[src/rtl/timer_pkg.sv]
// +-----------------------------------------------------------------------+
// | timer_pkg : shared encodings for the timer_bank peripheral            |
// | Rev 1.0                                                               |
// +-----------------------------------------------------------------------+
`default_nettype none

package timer_pkg;

    typedef enum logic [1:0] {
        MODE_ONESHOT  = 2'd0,
        MODE_PERIODIC = 2'd1,
        MODE_PWM      = 2'd2,
        MODE_HOLD     = 2'd3
    } mode_e;

    localparam logic [2:0] REG_CTRL   = 3'd0;
    localparam logic [2:0] REG_LOAD   = 3'd1;
    localparam logic [2:0] REG_COUNT  = 3'd2;
    localparam logic [2:0] REG_CMP    = 3'd3;
    localparam logic [2:0] REG_CAP    = 3'd4;
    localparam logic [2:0] REG_STATUS = 3'd0;

    localparam int CTRL_EN        = 0;
    localparam int CTRL_MODE_LSB  = 1;
    localparam int CTRL_IE        = 3;
    localparam int CTRL_PRESC_LSB = 8;

endpackage

`default_nettype wire

[src/rtl/timer_channel.sv]
// +-----------------------------------------------------------------------+
// | timer_channel : one timer with prescaler, counter, modes and PWM.     |
// | Optional capture input when TIMER_CAPTURE_EN is defined.  Rev 1.0     |
// +-----------------------------------------------------------------------+
`default_nettype none

module timer_channel
    import timer_pkg::*;
#(
    parameter int WIDTH   = 32,
    parameter int PRESC_W = 8
) (
    input  logic        clk,
    input  logic        RSTN,
    input  logic        i_wr_ctrl,
    input  logic        i_wr_load,
    input  logic        i_wr_count,
    input  logic        i_wr_cmp,
    input  logic [31:0] i_wdata,
`ifdef TIMER_CAPTURE_EN
    input  logic        i_cap,
`endif
    output logic [31:0] o_ctrl,
    output logic [31:0] o_load,
    output logic [31:0] o_count,
    output logic [31:0] o_cmp,
    output logic [31:0] o_cap,
    output logic        o_ie,
    output logic        o_set,
    output logic        o_pwm
);

    logic               r_en;
    logic               r_ie;
    mode_e              r_mode;
    logic [PRESC_W-1:0] r_presc;
    logic [PRESC_W-1:0] r_psc;
    logic [WIDTH-1:0]   r_load;
    logic [WIDTH-1:0]   r_count;
    logic [WIDTH-1:0]   r_cmp;
    logic               r_pwm;

    logic               w_enable_rise;
    logic               w_tick;
    logic               w_counting;
    logic               w_expire;
    logic               w_en_nxt;
    logic               w_cap_fire;
    logic               w_unused;
    logic [WIDTH-1:0]   w_count_nxt;

    assign w_enable_rise = i_wr_ctrl && i_wdata[CTRL_EN] && !r_en;
    // >= keeps the prescaler wrapping cleanly if presc is lowered mid-run
    assign w_tick        = r_en && (r_psc >= r_presc);
    assign w_counting    = w_tick && (r_mode != MODE_HOLD);
    assign w_expire      = w_counting && (r_count == '0) && !i_wr_count;

    always_comb begin
        w_count_nxt = r_count;
        w_en_nxt    = r_en;
        if (w_counting) begin
            if (r_count != '0) begin
                w_count_nxt = r_count - WIDTH'(1);
            end else if (r_mode == MODE_ONESHOT) begin
                w_en_nxt = 1'b0;
            end else begin
                w_count_nxt = r_load;
            end
        end
        if (i_wr_ctrl) begin
            w_en_nxt = i_wdata[CTRL_EN];
            if (w_enable_rise) begin
                w_count_nxt = r_load;
            end
        end
        if (i_wr_count) begin
            w_count_nxt = i_wdata[WIDTH-1:0];
        end
    end

    always_ff @(posedge clk or negedge RSTN) begin
        if (!RSTN) begin
            r_en    <= 1'b0;
            r_ie    <= 1'b0;
            r_mode  <= MODE_ONESHOT;
            r_presc <= '0;
            r_psc   <= '0;
            r_load  <= '0;
            r_count <= '0;
            r_cmp   <= '0;
            r_pwm   <= 1'b0;
        end else begin
            r_en    <= w_en_nxt;
            r_count <= w_count_nxt;
            if (i_wr_ctrl) begin
                r_mode  <= mode_e'(i_wdata[CTRL_MODE_LSB +: 2]);
                r_ie    <= i_wdata[CTRL_IE];
                r_presc <= i_wdata[CTRL_PRESC_LSB +: PRESC_W];
            end
            if (i_wr_load) begin
                r_load <= i_wdata[WIDTH-1:0];
            end
            if (i_wr_cmp) begin
                r_cmp <= i_wdata[WIDTH-1:0];
            end
            if (w_enable_rise) begin
                r_psc <= '0;
            end else if (r_en) begin
                r_psc <= w_tick ? '0 : r_psc + PRESC_W'(1);
            end
            r_pwm <= (r_mode == MODE_PWM) && r_en && (r_count < r_cmp);
        end
    end

`ifdef TIMER_CAPTURE_EN
    // [0],[1] synchroniser, [2] previous synchronised level for edge detect
    logic [2:0]       r_cap_sync;
    logic [WIDTH-1:0] r_cap;

    assign w_cap_fire = r_en && r_cap_sync[1] && !r_cap_sync[2];

    always_ff @(posedge clk or negedge RSTN) begin
        if (!RSTN) begin
            r_cap_sync <= '0;
            r_cap      <= '0;
        end else begin
            r_cap_sync <= {r_cap_sync[1:0], i_cap};
            if (w_cap_fire) begin
                r_cap <= w_count_nxt;
            end
        end
    end

    assign o_cap = 32'(r_cap);
`else
    assign w_cap_fire = 1'b0;
    assign o_cap      = '0;
`endif

    assign o_ctrl   = 32'({r_presc, 4'b0000, r_ie, r_mode, r_en});
    assign o_load   = 32'(r_load);
    assign o_count  = 32'(r_count);
    assign o_cmp    = 32'(r_cmp);
    assign o_ie     = r_ie;
    assign o_set    = w_expire || w_cap_fire;
    assign o_pwm    = r_pwm;
    assign w_unused = ^i_wdata;

endmodule

`default_nettype wire

[src/rtl/timer_bank.sv]
// +-----------------------------------------------------------------------+
// | timer_bank : NUM_CH timer channels, STATUS flags (W1C), read mux, IRQ.|
// | Optional capture inputs when TIMER_CAPTURE_EN is defined.  Rev 1.0    |
// +-----------------------------------------------------------------------+
`default_nettype none

module timer_bank
    import timer_pkg::*;
#(
    parameter int NUM_CH  = 3,
    parameter int WIDTH   = 32,
    parameter int PRESC_W = 8,
    parameter int ADDR_W  = 8
) (
    input  logic              clk,
    input  logic              RSTN,
    input  logic              we,
    input  logic [ADDR_W-1:0] addr,
    input  logic [31:0]       wdata,
`ifdef TIMER_CAPTURE_EN
    input  logic [NUM_CH-1:0] cap_in,
`endif
    output logic [31:0]       rdata,
    output logic              irq,
    output logic [NUM_CH-1:0] ch_irq,
    output logic [NUM_CH-1:0] pwm_out
);

    localparam int c_CH_W = ADDR_W - 5;

    logic [c_CH_W-1:0] w_ch;
    logic [2:0]        w_reg;
    logic              w_status_sel;
    logic              w_unused;
    logic [31:0]       w_rd;
    logic [31:0]       w_ctrl  [NUM_CH];
    logic [31:0]       w_load  [NUM_CH];
    logic [31:0]       w_count [NUM_CH];
    logic [31:0]       w_cmp   [NUM_CH];
    logic [31:0]       w_cap   [NUM_CH];
    logic [NUM_CH-1:0] w_set;
    logic [NUM_CH-1:0] w_ie;
    logic [NUM_CH-1:0] w_clr;
    logic [NUM_CH-1:0] r_flags;

    assign w_ch         = addr[ADDR_W-1:5];
    assign w_reg        = addr[4:2];
    assign w_status_sel = (w_ch == c_CH_W'(NUM_CH)) && (w_reg == REG_STATUS);
    assign w_clr        = (we && w_status_sel) ? wdata[NUM_CH-1:0] : '0;

    generate
        for (genvar i = 0; i < NUM_CH; i++) begin : g_ch
            logic w_sel;
            assign w_sel = we && (w_ch == c_CH_W'(i));

            timer_channel #(
                .WIDTH   (WIDTH),
                .PRESC_W (PRESC_W)
            ) u_channel (
                .clk        (clk),
                .RSTN       (RSTN),
                .i_wr_ctrl  (w_sel && (w_reg == REG_CTRL)),
                .i_wr_load  (w_sel && (w_reg == REG_LOAD)),
                .i_wr_count (w_sel && (w_reg == REG_COUNT)),
                .i_wr_cmp   (w_sel && (w_reg == REG_CMP)),
                .i_wdata    (wdata),
`ifdef TIMER_CAPTURE_EN
                .i_cap      (cap_in[i]),
`endif
                .o_ctrl     (w_ctrl[i]),
                .o_load     (w_load[i]),
                .o_count    (w_count[i]),
                .o_cmp      (w_cmp[i]),
                .o_cap      (w_cap[i]),
                .o_ie       (w_ie[i]),
                .o_set      (w_set[i]),
                .o_pwm      (pwm_out[i])
            );
        end
    endgenerate

    always_comb begin
        w_rd = '0;
        if (w_status_sel) begin
            w_rd = 32'(r_flags);
        end
        for (int i = 0; i < NUM_CH; i++) begin
            if (w_ch == c_CH_W'(i)) begin
                case (w_reg)
                    REG_CTRL:  w_rd = w_ctrl[i];
                    REG_LOAD:  w_rd = w_load[i];
                    REG_COUNT: w_rd = w_count[i];
                    REG_CMP:   w_rd = w_cmp[i];
                    REG_CAP:   w_rd = w_cap[i];
                    default:   ;
                endcase
            end
        end
    end

    // A new flag-set outranks a same-cycle write-1-to-clear
    always_ff @(posedge clk or negedge RSTN) begin
        if (!RSTN) begin
            r_flags <= '0;
            rdata   <= '0;
        end else begin
            r_flags <= (r_flags & ~w_clr) | w_set;
            rdata   <= w_rd;
        end
    end

    assign ch_irq   = r_flags & w_ie;
    assign irq      = |ch_irq;
    assign w_unused = ^addr[1:0];

endmodule

`default_nettype wire

[config.mk]
export PLATFORM = sky130hd
export DESIGN_NAME = timer_bank
export DESIGN_NICKNAME = d
export VERILOG_FILES = /design/src/rtl/timer_pkg.sv /design/src/rtl/timer_channel.sv /design/src/rtl/timer_bank.sv
export SDC_FILE = /design/constraint.sdc
export NUM_CORES = 1
export LEC_CHECK = 0
export ABC_AREA = 1
export ABC_CLOCK_PERIOD_IN_PS = 2050
export BUFFER_PORTS_ARGS = -buffer_cell sky130_fd_sc_hd__buf_2
export CORE_ASPECT_RATIO = 1.25
export CORE_MARGIN = 4
export CORE_UTILIZATION = 30
export DETAILED_ROUTE_END_ITERATION = 10
export PLACE_DENSITY_LB_ADDON = 0.25
export SYNTH_ARGS = -nofsm -noshare
export SYNTH_HDL_FRONTEND = slang
export SYNTH_SLANG_ARGS = --single-unit
export TNS_END_PERCENT = 5
[constraint.sdc]
create_clock -name clk -period 2.05 [get_ports clk]
set_input_delay 0.5125 -clock clk [delete_from_list [all_inputs] [get_ports clk]]
set_output_delay 0.5125 -clock clk [all_outputs]
set_load 0.03 [all_outputs]
# [Yosys cells after proc, flatten, opt, wreduce, memory -nomap -nowiden]
# Index checks and enable logic that the tools add are counted.
[totals] inputBits=43 out_inout_bits=39 word_cells=179 reg_bits=386
[classes] muxes=47 reduce_logical=71 n_eq_ne=16 addsub=6 order_cmp=6 bitwise_logic=4
[op_table] cell="$mux 32" n=21
[op_table] cell="$pmux 32 s5" n=3
[op_table] cell="$logic_not 32->1" n=3
[op_table] cell="$lt 32x32->1" n=3
[op_table] cell="$reduce_bool 32->1" n=3
[op_table] cell="$sub 32x1->32 const B" n=3
[op_table] cell="$mux 8" n=9
[op_table] cell="$logic_and 1x1->1" n=41
[op_table] cell="$add 8x1->8 const B" n=3
[op_table] cell="$ge 8x8->1" n=3
[op_table] cell="$reduce_bool 2->1" n=9
[op_table] cell="$eq 3x2->1 const B" n=4
[op_table] cell="$mux 1" n=12
[op_table] cell="$reduce_and 3->1" n=3
[op_table] cell="$and 3x3->3" n=2
[op_table] cell="$eq 2x2->1 const B" n=3
[op_table] cell="$eq 3x1->1 const B" n=2
[op_table] cell="$logic_not 1->1" n=6
[op_table] cell="$logic_not 2->1" n=3
[op_table] cell="$logic_not 3->1" n=2
[op_table] cell="$mux 3" n=2
[op_table] cell="$ne 2x1->1 const B" n=3
[op_table] cell="$ne 2x2->1 const B" n=3
[op_table] cell="$eq 3x3->1 const B" n=1
[op_table] cell="3 further kinds" n=3

# [Logic depth before layout (Yosys ltp)]
# Gate-level depths: netlist of the first run.
[depth] word_depth=9 ltp_mapped=16 mapped_depth_nobuf=15

# [Hierarchy]
# A second synthesis of the first run with hierarchy kept.
[hier_totals] hier_cells=4640 hier_area_um2=30027.5
[by_module_without_submodules] module="timer_channel" seq_area_each_um2=2927.8 cells_per_inst=1170 instances=3 area_each_um2=8164.1
[by_module_without_submodules] module="timer_bank" seq_area_each_um2=875.8 cells_per_inst=1130 instances=1 area_each_um2=5535.3

# [Least setup slack after synthesis of the first run]
# No wires, ideal clock.
[synth_timing] path_kind="register to register" from="register g_ch[1].u_channel.r_psc[5]" to="register g_ch[1].u_channel.r_count[15]" path_buffers=1 synth_period_minus_slack_ns=1.989 slack_ns=0.061 required_time_ns=1.929 arrival_time_ns=1.868 setup_ns=0.121 stages_incl_launch_ff=11 path_cell_list="dfrtp_1 ha_1 a21oi_1 nor2_1 nor3_1 nand2_1 nand2_1 clkbuf_1 a21oi_1 o21bai_1 nand2_1"
[synth_between] elab_chain_cells=7
[synth_rtl] element="start: declaration" line_no="timer_channel.sv:37" rtl="logic [PRESC_W-1:0] r_psc;"
[synth_rtl] element="start signal: assignment" line_no="timer_channel.sv:109" rtl="r_psc <= w_tick ? '0 : r_psc + PRESC_W'(1);"
[synth_rtl] element="$ge 8x8->1 *" line_no="timer_channel.sv:54" rtl="assign w_tick = r_en && (r_psc >= r_presc);"
[synth_rtl] element="$logic_and 1x1->1 *" line_no="timer_channel.sv:54"
[synth_rtl] element="$logic_and 1x1->1 *" line_no="timer_channel.sv:55" rtl="assign w_counting = w_tick && (r_mode != MODE_HOLD);"
[synth_rtl] element="$mux 32 *" line_no="timer_channel.sv:61" rtl="if (w_counting) begin"
[synth_rtl] element="$mux 32" line_no="timer_channel.sv:72" rtl="if (w_enable_rise) begin"
[synth_rtl] element="$mux 32 *" line_no="timer_channel.sv:70" rtl="if (i_wr_ctrl) begin"
[synth_rtl] element="$mux 32 *" line_no="timer_channel.sv:76" rtl="if (i_wr_count) begin"
[synth_rtl] element="net g_ch[1].u_channel.w_count_nxt[15]" line_no="timer_channel.sv:50" rtl="logic [WIDTH-1:0] w_count_nxt;"
[synth_rtl] element="end signal: assignment" line_no="timer_channel.sv:94" rtl="r_count <= w_count_nxt;"
[synth_rtl] element="end: declaration" line_no="timer_channel.sv:39" rtl="logic [WIDTH-1:0] r_count;"
# The timed path passes the listed nets; every way through them passes the cells marked *.
# A chain may end at the register's enable or synchronous reset.

# [Final worst setup path of the first run]
[layout_timing] from="register g_ch[2].u_channel.r_count[2]" to="register g_ch[2].u_channel.r_pwm"
[layout_between] elab_chain_cells=2
[layout_rtl] element="start: declaration" line_no="timer_channel.sv:39"
[layout_rtl] element="start signal: assignment" line_no="timer_channel.sv:94"
[layout_rtl] element="$lt 32x32->1" line_no="timer_channel.sv:111" rtl="r_pwm <= (r_mode == MODE_PWM) && r_en && (r_count < r_cmp);"
[layout_rtl] element="$logic_and 1x1->1" line_no="timer_channel.sv:111"
[layout_rtl] element="end signal: assignment" line_no="timer_channel.sv:111"
[layout_rtl] element="end: declaration" line_no="timer_channel.sv:41" rtl="logic r_pwm;"
# Every way passes these cells.

==> flow_summary.json, run 1 <==
{
  "register_area_sq_um": 9669,
  "viasPerCell": 5.031,
  "synth_compound_area_share_pct": 18.44,
  "p_sw_mw": 14.43,
  "core_sq_um": 87200,
  "grt_max_degree": 99,
  "cts_tree": "built",
  "start_util_pct": 30.28,
  "die_h_um": 339.7,
  "synth-async-reset-ratio_pct": 100.0,
  "area_growth_pct": 28.88,
  "reg2reg_from": "g_ch[2].u_channel.o_count[2]",
  "wirelength_um": 113600,
  "post-route-period-util_pct": 100.8,
  "ys_types": 43,
  "fin_util_pct": 39.02,
  "cts_root_buffer": "clkbuf_16",
  "dpl-instance-area_sq_um": 31470,
  "startpoint": "g_ch[2].u_channel.o_count[2]",
  "r2r-end": "g_ch[2].u_channel.o_pwm",
  "synthMuxAreaShare_pct": 0,
  "syn-num-nets": 4098,
  "seqPwrFrac_pct": 31.1,
  "wl_per_cell_um": 20.57,
  "synthXorXnorAreaFrac_pct": 1.791,
  "rr_worst_depth": 10,
  "hold_viol_final": 0,
  "cpPeakStageDelay_ns": 0.44,
  "synthCells": 3929,
  "crit_required_ns": 2.52,
  "rsz0062_at_grt": "yes",
  "n_fill_cell": 9211,
  "cellLeakagePower_nw": 16.24,
  "layout_min_cycle_time_ns": 2.066,
  "outcome": "finished with violations",
  "synth-edff-count": 0,
  "num_vias": 27775,
  "synth_top_area_share_pct": 36.59,
  "cts.sinks": 386,
  "cap_violations": 0,
  "synth_seq_cells": 386,
  "end_kind": "flip-flop",
  "crit_type": "flip-flop to flip-flop",
  "grt_usage_pct": 23.38,
  "clkLatencyLatePin_ns": 0.61,
  "setup_slack_ns": -0.01551,
  "gp_congestion": 0.9639,
  "power_frac_comb_pct": 41.8,
  "route.detailed.drc": 0,
  "violations": "negative setup slack",
  "crit_chain": "buf_4 > buf_4 > ha_1 > nand3_1 > nand2_1 > nand4_1 > nand2_1 > nand2_1 > nand2_1 > a21oi_1",
  "ios": 82,
  "crit_buf_inv": 2,
  "yosysWarnings": 0,
  "multi_input_area_sq_um": 14610,
  "dr.pass1.iters": 6,
  "cts.clk_slew.worst_paths_ns": 0.06,
  "min_path_type": "primary input to flip-flop",
  "syn_area_per_cell_sq_um": 6.720,
  "finClkSkew_ns": 0.02057,
  "fmax_ghz": 0.4841,
  "grt_pass1_vias": 26280,
  "hold_ws_ns": 0.2217,
  "cp-endpoint": "g_ch[2].u_channel.o_pwm",
  "cp_slowest_cell": "dfrtp_2",
  "tightest_slew_ns": 0.6370,
  "synthTopCellsByCount": "nand2_1, inv_1, o21ai_0",
  "io_buffers": 79,
  "final_area_sq_um": 34030,
  "layout-drive-gt1-share_pct": 18.10,
  "ys_top_cells_by_area": "dfrtp_1, nand2_1, o21ai_0",
  "cp.depth": 10,
  "maxSlewHeadroom_pct": 57.08,
  "vdd_drop_max_mv": 0.6137,
  "drt-initial-drc-count": 2519,
  "crit_top_cell": "nand2_1",
  "dieArea_sq_um": 92840,
  "ys_seq_area_share_pct": 36.59,
  "rows": 121,
  "sw_frac_of_total_pct": 39.86,
  "dieWidth_um": 273.3,
  "fin_nets": 4480,
  "synth_fa_ha_area_share_pct": 5.971,
  "syn_area_sq_um": 26400,
  "yosys.area_share.simple_pct": 27.09,
  "path_delay_family": "simple AND/OR/NAND/NOR gates",
  "ant_nets": 0,
  "synth_flop_cell": "dfrtp_1",
  "numCtsBuffers": 47,
  "finalSetupViolCount": 1,
  "netlist.top_cell.by_area": "dfrtp_1",
  "start_kind": "flip-flop",
  "final_max_slew_viol_count": 0,
  "yosysMostFrequentCell": "nand2_1",
  "gr-total-overflow": 0,
  "grt_pass1_wl_um": 164800,
  "htree_levels": 2,
  "antenna_found_initial": 10,
  "clockBufferDepth": 3,
  "pwr-share-clk_pct": 27.1,
  "critPathArrivalTime_ns": 2.53,
  "place_hpwl_um": 83770,
  "synth_top_family_by_area": "simple AND/OR/NAND/NOR gates",
  "crit_fanout": 5,
  "p_total_mw": 36.19,
  "p_per_area_nw_per_um2": 1064,
  "internal_power_mw": 21.77,
  "r2r_setup_slack_ns": -0.02
}
registers in the layout, indices dropped and copies added (netlist names):
name,count
g_ch.u_channel.r_presc,24
rdata,32
g_ch.u_channel.r_mode,6
g_ch.u_channel.o_cmp,96
g_ch.u_channel.o_load,96
g_ch.u_channel.o_pwm,3
g_ch.u_channel.r_en,3
g_ch.u_channel.o_count,96
r_flags,3
g_ch.u_channel.r_psc,24
g_ch.u_channel.o_ie,3
cell type report:
type / count / area share [%]
Clock buffer: 62 / 4.012
Clock inverter: 25 / 1.243
Multi-Input combinational cell: 2860 / 42.93
Antenna cell: 4 / 0.02942
Sequential cell: 386 / 28.42
Tap cell: 1168 / 4.295
Timing Repair Buffer: 535 / 13.76
Inverter: 481 / 5.313
metal layers:
metal,global-route usage (%),vias to the layer above,wire length [um]
li1,-,13476,-
met1,30.00,13075,46330
met2,39.19,993,54190
met3,3.224,231,7378
met4,10.32,0,5663
met5,0,-,0
metrics by stage:
step                       TNS, ns  worst slack [ns]  std cells
final                     -0.01551          -0.01551       5521
after CTS                 -0.07304          -0.04018       5499
after floorplan                  0           0.06108       3929
after detailed placement    -20.22           -0.2243       5411
after global placement      -16.32           -0.2368       5411
after global routing        -1.066          -0.05996       5521
tightest hold or removal path, stage by stage:
cell and delay (ns):
buf_2 0.15, nand2_1 0.07, nand2_1 0.04
worst min-delay path by stage:
stage               slack, ns                           end  depth (start not counted)                        start
finish                   0.22  g_ch[1].u_channel.o_count[3]                          3                     wdata[3]
global route             0.21  g_ch[1].u_channel.o_count[3]                          3                     wdata[3]
CTS                      0.18  g_ch[1].u_channel.o_count[3]                          3                     wdata[3]
detailed placement       0.47   g_ch[2].u_channel.o_cmp[19]                          2  g_ch[2].u_channel.o_cmp[19]
global placement         0.47    g_ch[2].u_channel.o_cmp[4]                          2   g_ch[2].u_channel.o_cmp[4]
floorplan                0.22    g_ch[0].u_channel.o_cmp[0]                          0                         RSTN
cell families after synthesis:
group	Yosys count
AND/OR/NAND/NOR	1778
AO/OA/AOI/OAI	902
buffers and inverters	683
flip-flops	386
adder cells (fa/ha/maj)	126
XOR/XNOR	54
power by group through the flow:
stage	combinational [mW]	sequential (mW)	clock (mW)
3_5_place_dp	14.4	11.2	0
3_3_place_gp	14.3	11.2	0
4_1_cts	14.5	11.1	10.0
2_1_floorplan	8.18	11.3	0
6_report	15.1	11.3	9.80
5_1_grt	17.0	11.5	10.3
timing repair:
action                     4_1_cts  5_1_grt
pin swaps                        2       15
setup buffers                    0        8
setup endpoints to repair       25      108
gates resized for setup         22      128
cloned                           0       10
hold buffers                     1        0
hold endpoints to repair       138        0
layout by cell type, fill, tap and decap left out, drive strengths merged, types with 26 or more instances in the layout:
cell type and n:
inv 482, nand2 1203, nor2 358, ha 126, nor3 26, clkbuf 69
nand3 140, o21ai 502, a21oi 235, xor2 46, nand4 37, o22ai 89
buf 527, dfrtp 386
Power figures use the tool's default switching activity.
==> inputs of run 2 (changes only) <==
--- a/config.mk
+++ b/config.mk
@@ -9,7 +9,7 @@
 export ABC_CLOCK_PERIOD_IN_PS = 2050
 export BUFFER_PORTS_ARGS = -buffer_cell sky130_fd_sc_hd__buf_2
 export CORE_ASPECT_RATIO = 1.25
-export CORE_MARGIN = 4
+export CORE_MARGIN = 1.5
 export CORE_UTILIZATION = 30
 export DETAILED_ROUTE_END_ITERATION = 10
 export PLACE_DENSITY_LB_ADDON = 0.25
==> run 2 against run 1 <==
  * Utilization about the same
  * Sequential share of layout area about the same
  * Cell area about the same
  * Largest cell class unchanged
  * Global-route usage increased by 1.8 points
  * The flow still finishes with violations (negative setup slack)
==> flow_summary.json, run 2 (synthesis gave the netlist of run 1 again) <==
{
  "use_met2_pct": 42.73,
  "cts_root_buffer": "clkbuf_16",
  "cap_violations": 0,
  "rr_worst_depth": 13,
  "final_max_slew_viol_count": 0,
  "sw_frac_of_total_pct": 40.98,
  "pwr-share-clk_pct": 25.1,
  "grt-busiest-layer": "met2",
  "r2r_setup_slack_ns": 0.04,
  "grt_usage_pct": 25.17,
  "fmax_ghz": 0.4811,
  "core_sq_um": 87200,
  "crit_fanout": 3,
  "power_frac_comb_pct": 43.6,
  "ios": 82,
  "layout_commonest_cell": "nand2_1",
  "dr.pass1.iters": 6,
  "gp_congestion": 0.9891,
  "grt_pass1_vias": 26773,
  "place_hpwl_um": 85460,
  "outcome": "finished with violations",
  "drt-initial-drc-count": 2370,
  "whs_path_depth": 3,
  "dieArea_sq_um": 89800,
  "wirelength_um": 115200,
  "use_met1_pct": 31.37,
  "seqPwrFrac_pct": 31.3,
  "cts.sinks": 386,
  "maxSlewHeadroom_pct": 46.36,
  "clkLatencyLatePin_ns": 0.64,
  "layout-drive-gt1-share_pct": 18.65,
  "area_growth_pct": 28.86,
  "gr-total-overflow": 0,
  "rsz0062_at_grt": "yes",
  "use_met3_pct": 3.246,
  "start_kind": "flip-flop",
  "num_vias": 27934,
  "finalSetupViolCount": 1,
  "die_h_um": 334.7,
  "end_kind": "primary output",
  "numCtsBuffers": 48,
  "crit_type": "flip-flop to primary output",
  "fin_nets": 4516,
  "crit_chain": "nand2_4 > nand3_1 > buf_2",
  "io_buffers": 79,
  "r2r-end": "g_ch[0].u_channel.o_count[19]",
  "grt_max_degree": 68,
  "internal_power_mw": 20.91,
  "min_to": "g_ch[1].u_channel.o_count[3]",
  "cp_slowest_cell": "dfrtp_2",
  "p_sw_mw": 14.52,
  "cts_tree": "built",
  "tightest_slew_ns": 0.7972,
  "p_total_mw": 35.43,
  "dp.cells": 5443,
  "layout_min_cycle_time_ns": 2.079,
  "reg2reg_from": "g_ch[0].u_channel.r_presc[7]",
  "grt_pass1_wl_um": 168900,
  "crit_required_ns": 1.54,
  "p_per_area_nw_per_um2": 1041,
  "setup_slack_ns": -0.02862,
  "clockBufferDepth": 3,
  "cpPeakStageDelay_ns": 0.47,
  "antenna_found_initial": 8,
  "vdd_drop_max_mv": 0.6792,
  "hold_viol_final": 0,
  "most-common-layout-cells": "nand2_1, inv_1, o21ai_0",
  "critPathArrivalTime_ns": 1.57,
  "dieWidth_um": 268.3,
  "start_util_pct": 30.28,
  "viasPerCell": 5.025,
  "wl_per_cell_um": 20.73,
  "final_cell_count_no_fill": 5559,
  "cts.clk_slew.worst_paths_ns": 0.07,
  "holdCritStartpoint": "wdata[3]",
  "min_path_type": "primary input to flip-flop",
  "violations": "negative setup slack",
  "cellLeakagePower_nw": 16.29,
  "htree_levels": 2,
  "post-route-period-util_pct": 101.4,
  "rows": 121,
  "route.detailed.drc": 0,
  "finClkSkew_ns": 0.02297,
  "ant_nets": 0
}
-- run 2: layout make-up --
class                   count  area (sq um)
clock inverters            24         231.5
multi-input cells        2860         14610
flip-flops and latches    386          9664
diodes                      5         12.51
fillers                  9304         53180
repair buffers            570          4868
clock buffers              65          1366
well taps                1168          1461
inverters                 481          1808
-- run 2: critical path, delay by kind of cell (launching register included) --
family,cells,cell delay (ns)
DFF,1,0.47
and+or+nand+nor,2,0.28
buffers and inverters,1,0.18
-- run 2: worst max path at each step --
stage / from / end / slack, ns / cells after the start
4_1_cts: r_flags[1] / irq / -0.03 / 3
3_5_place_dp: addr[2] / r_flags[1] / -0.35 / 9
5_1_grt: g_ch[0].u_channel.r_presc[7] / g_ch[0].u_channel.o_count[19] / -0.09 / 13
6_report: r_flags[1] / irq / -0.03 / 3
3_3_place_gp: addr[4] / rdata[8] / -0.36 / 9
2_1_floorplan: g_ch[1].u_channel.r_psc[5] / g_ch[1].u_channel.o_count[15] / 0.06 / 10
-- run 2: metal layers --
| metal | share of wire, % | wire, um |
|---|---|---|
| met4 | 5.9 | 6814 |
| met3 | 5.5 | 6353 |
| met5 | 0 | 0 |
| met1 | 41 | 47050 |
| met2 | 48 | 55020 |
-- run 2: power by group through the flow --
stage,clock network (mW),logic [mW],registers (mW)
final,8.89,15.5,11.1
after global routing,9.34,17.3,11.3
after CTS,9.05,14.9,11.0
after detailed placement,0,14.7,11.1
after global placement,0,14.6,11.1
after floorplan,0,8.18,11.3
-- run 2: metrics by stage --
step	hold WS [ns]	instance area, sq um	setup TNS (ns)	setup WS (ns)	util (%)
after global placement	0.4552	31640	-9.893	-0.3570	36.28
after global routing	0.2007	34020	-2.083	-0.09177	39.01
after CTS	0.1648	33330	-0.05512	-0.03459	38.22
after floorplan	0.2169	26400	0	0.06108	-
after detailed placement	0.4551	31640	-10.43	-0.3471	36.28
final	0.1920	34020	-0.02862	-0.02862	39.01
-- run 2: repair_timing --
action | CTS | global route
hold buffers | 1 | 0
buffers inserted | 0 | 10
endpoints found under the hold margin | 20 | 0
pin swaps | 0 | 14
gates resized for setup | 21 | 130
endpoints found under the setup margin | 34 | 100
cloned | 0 | 11
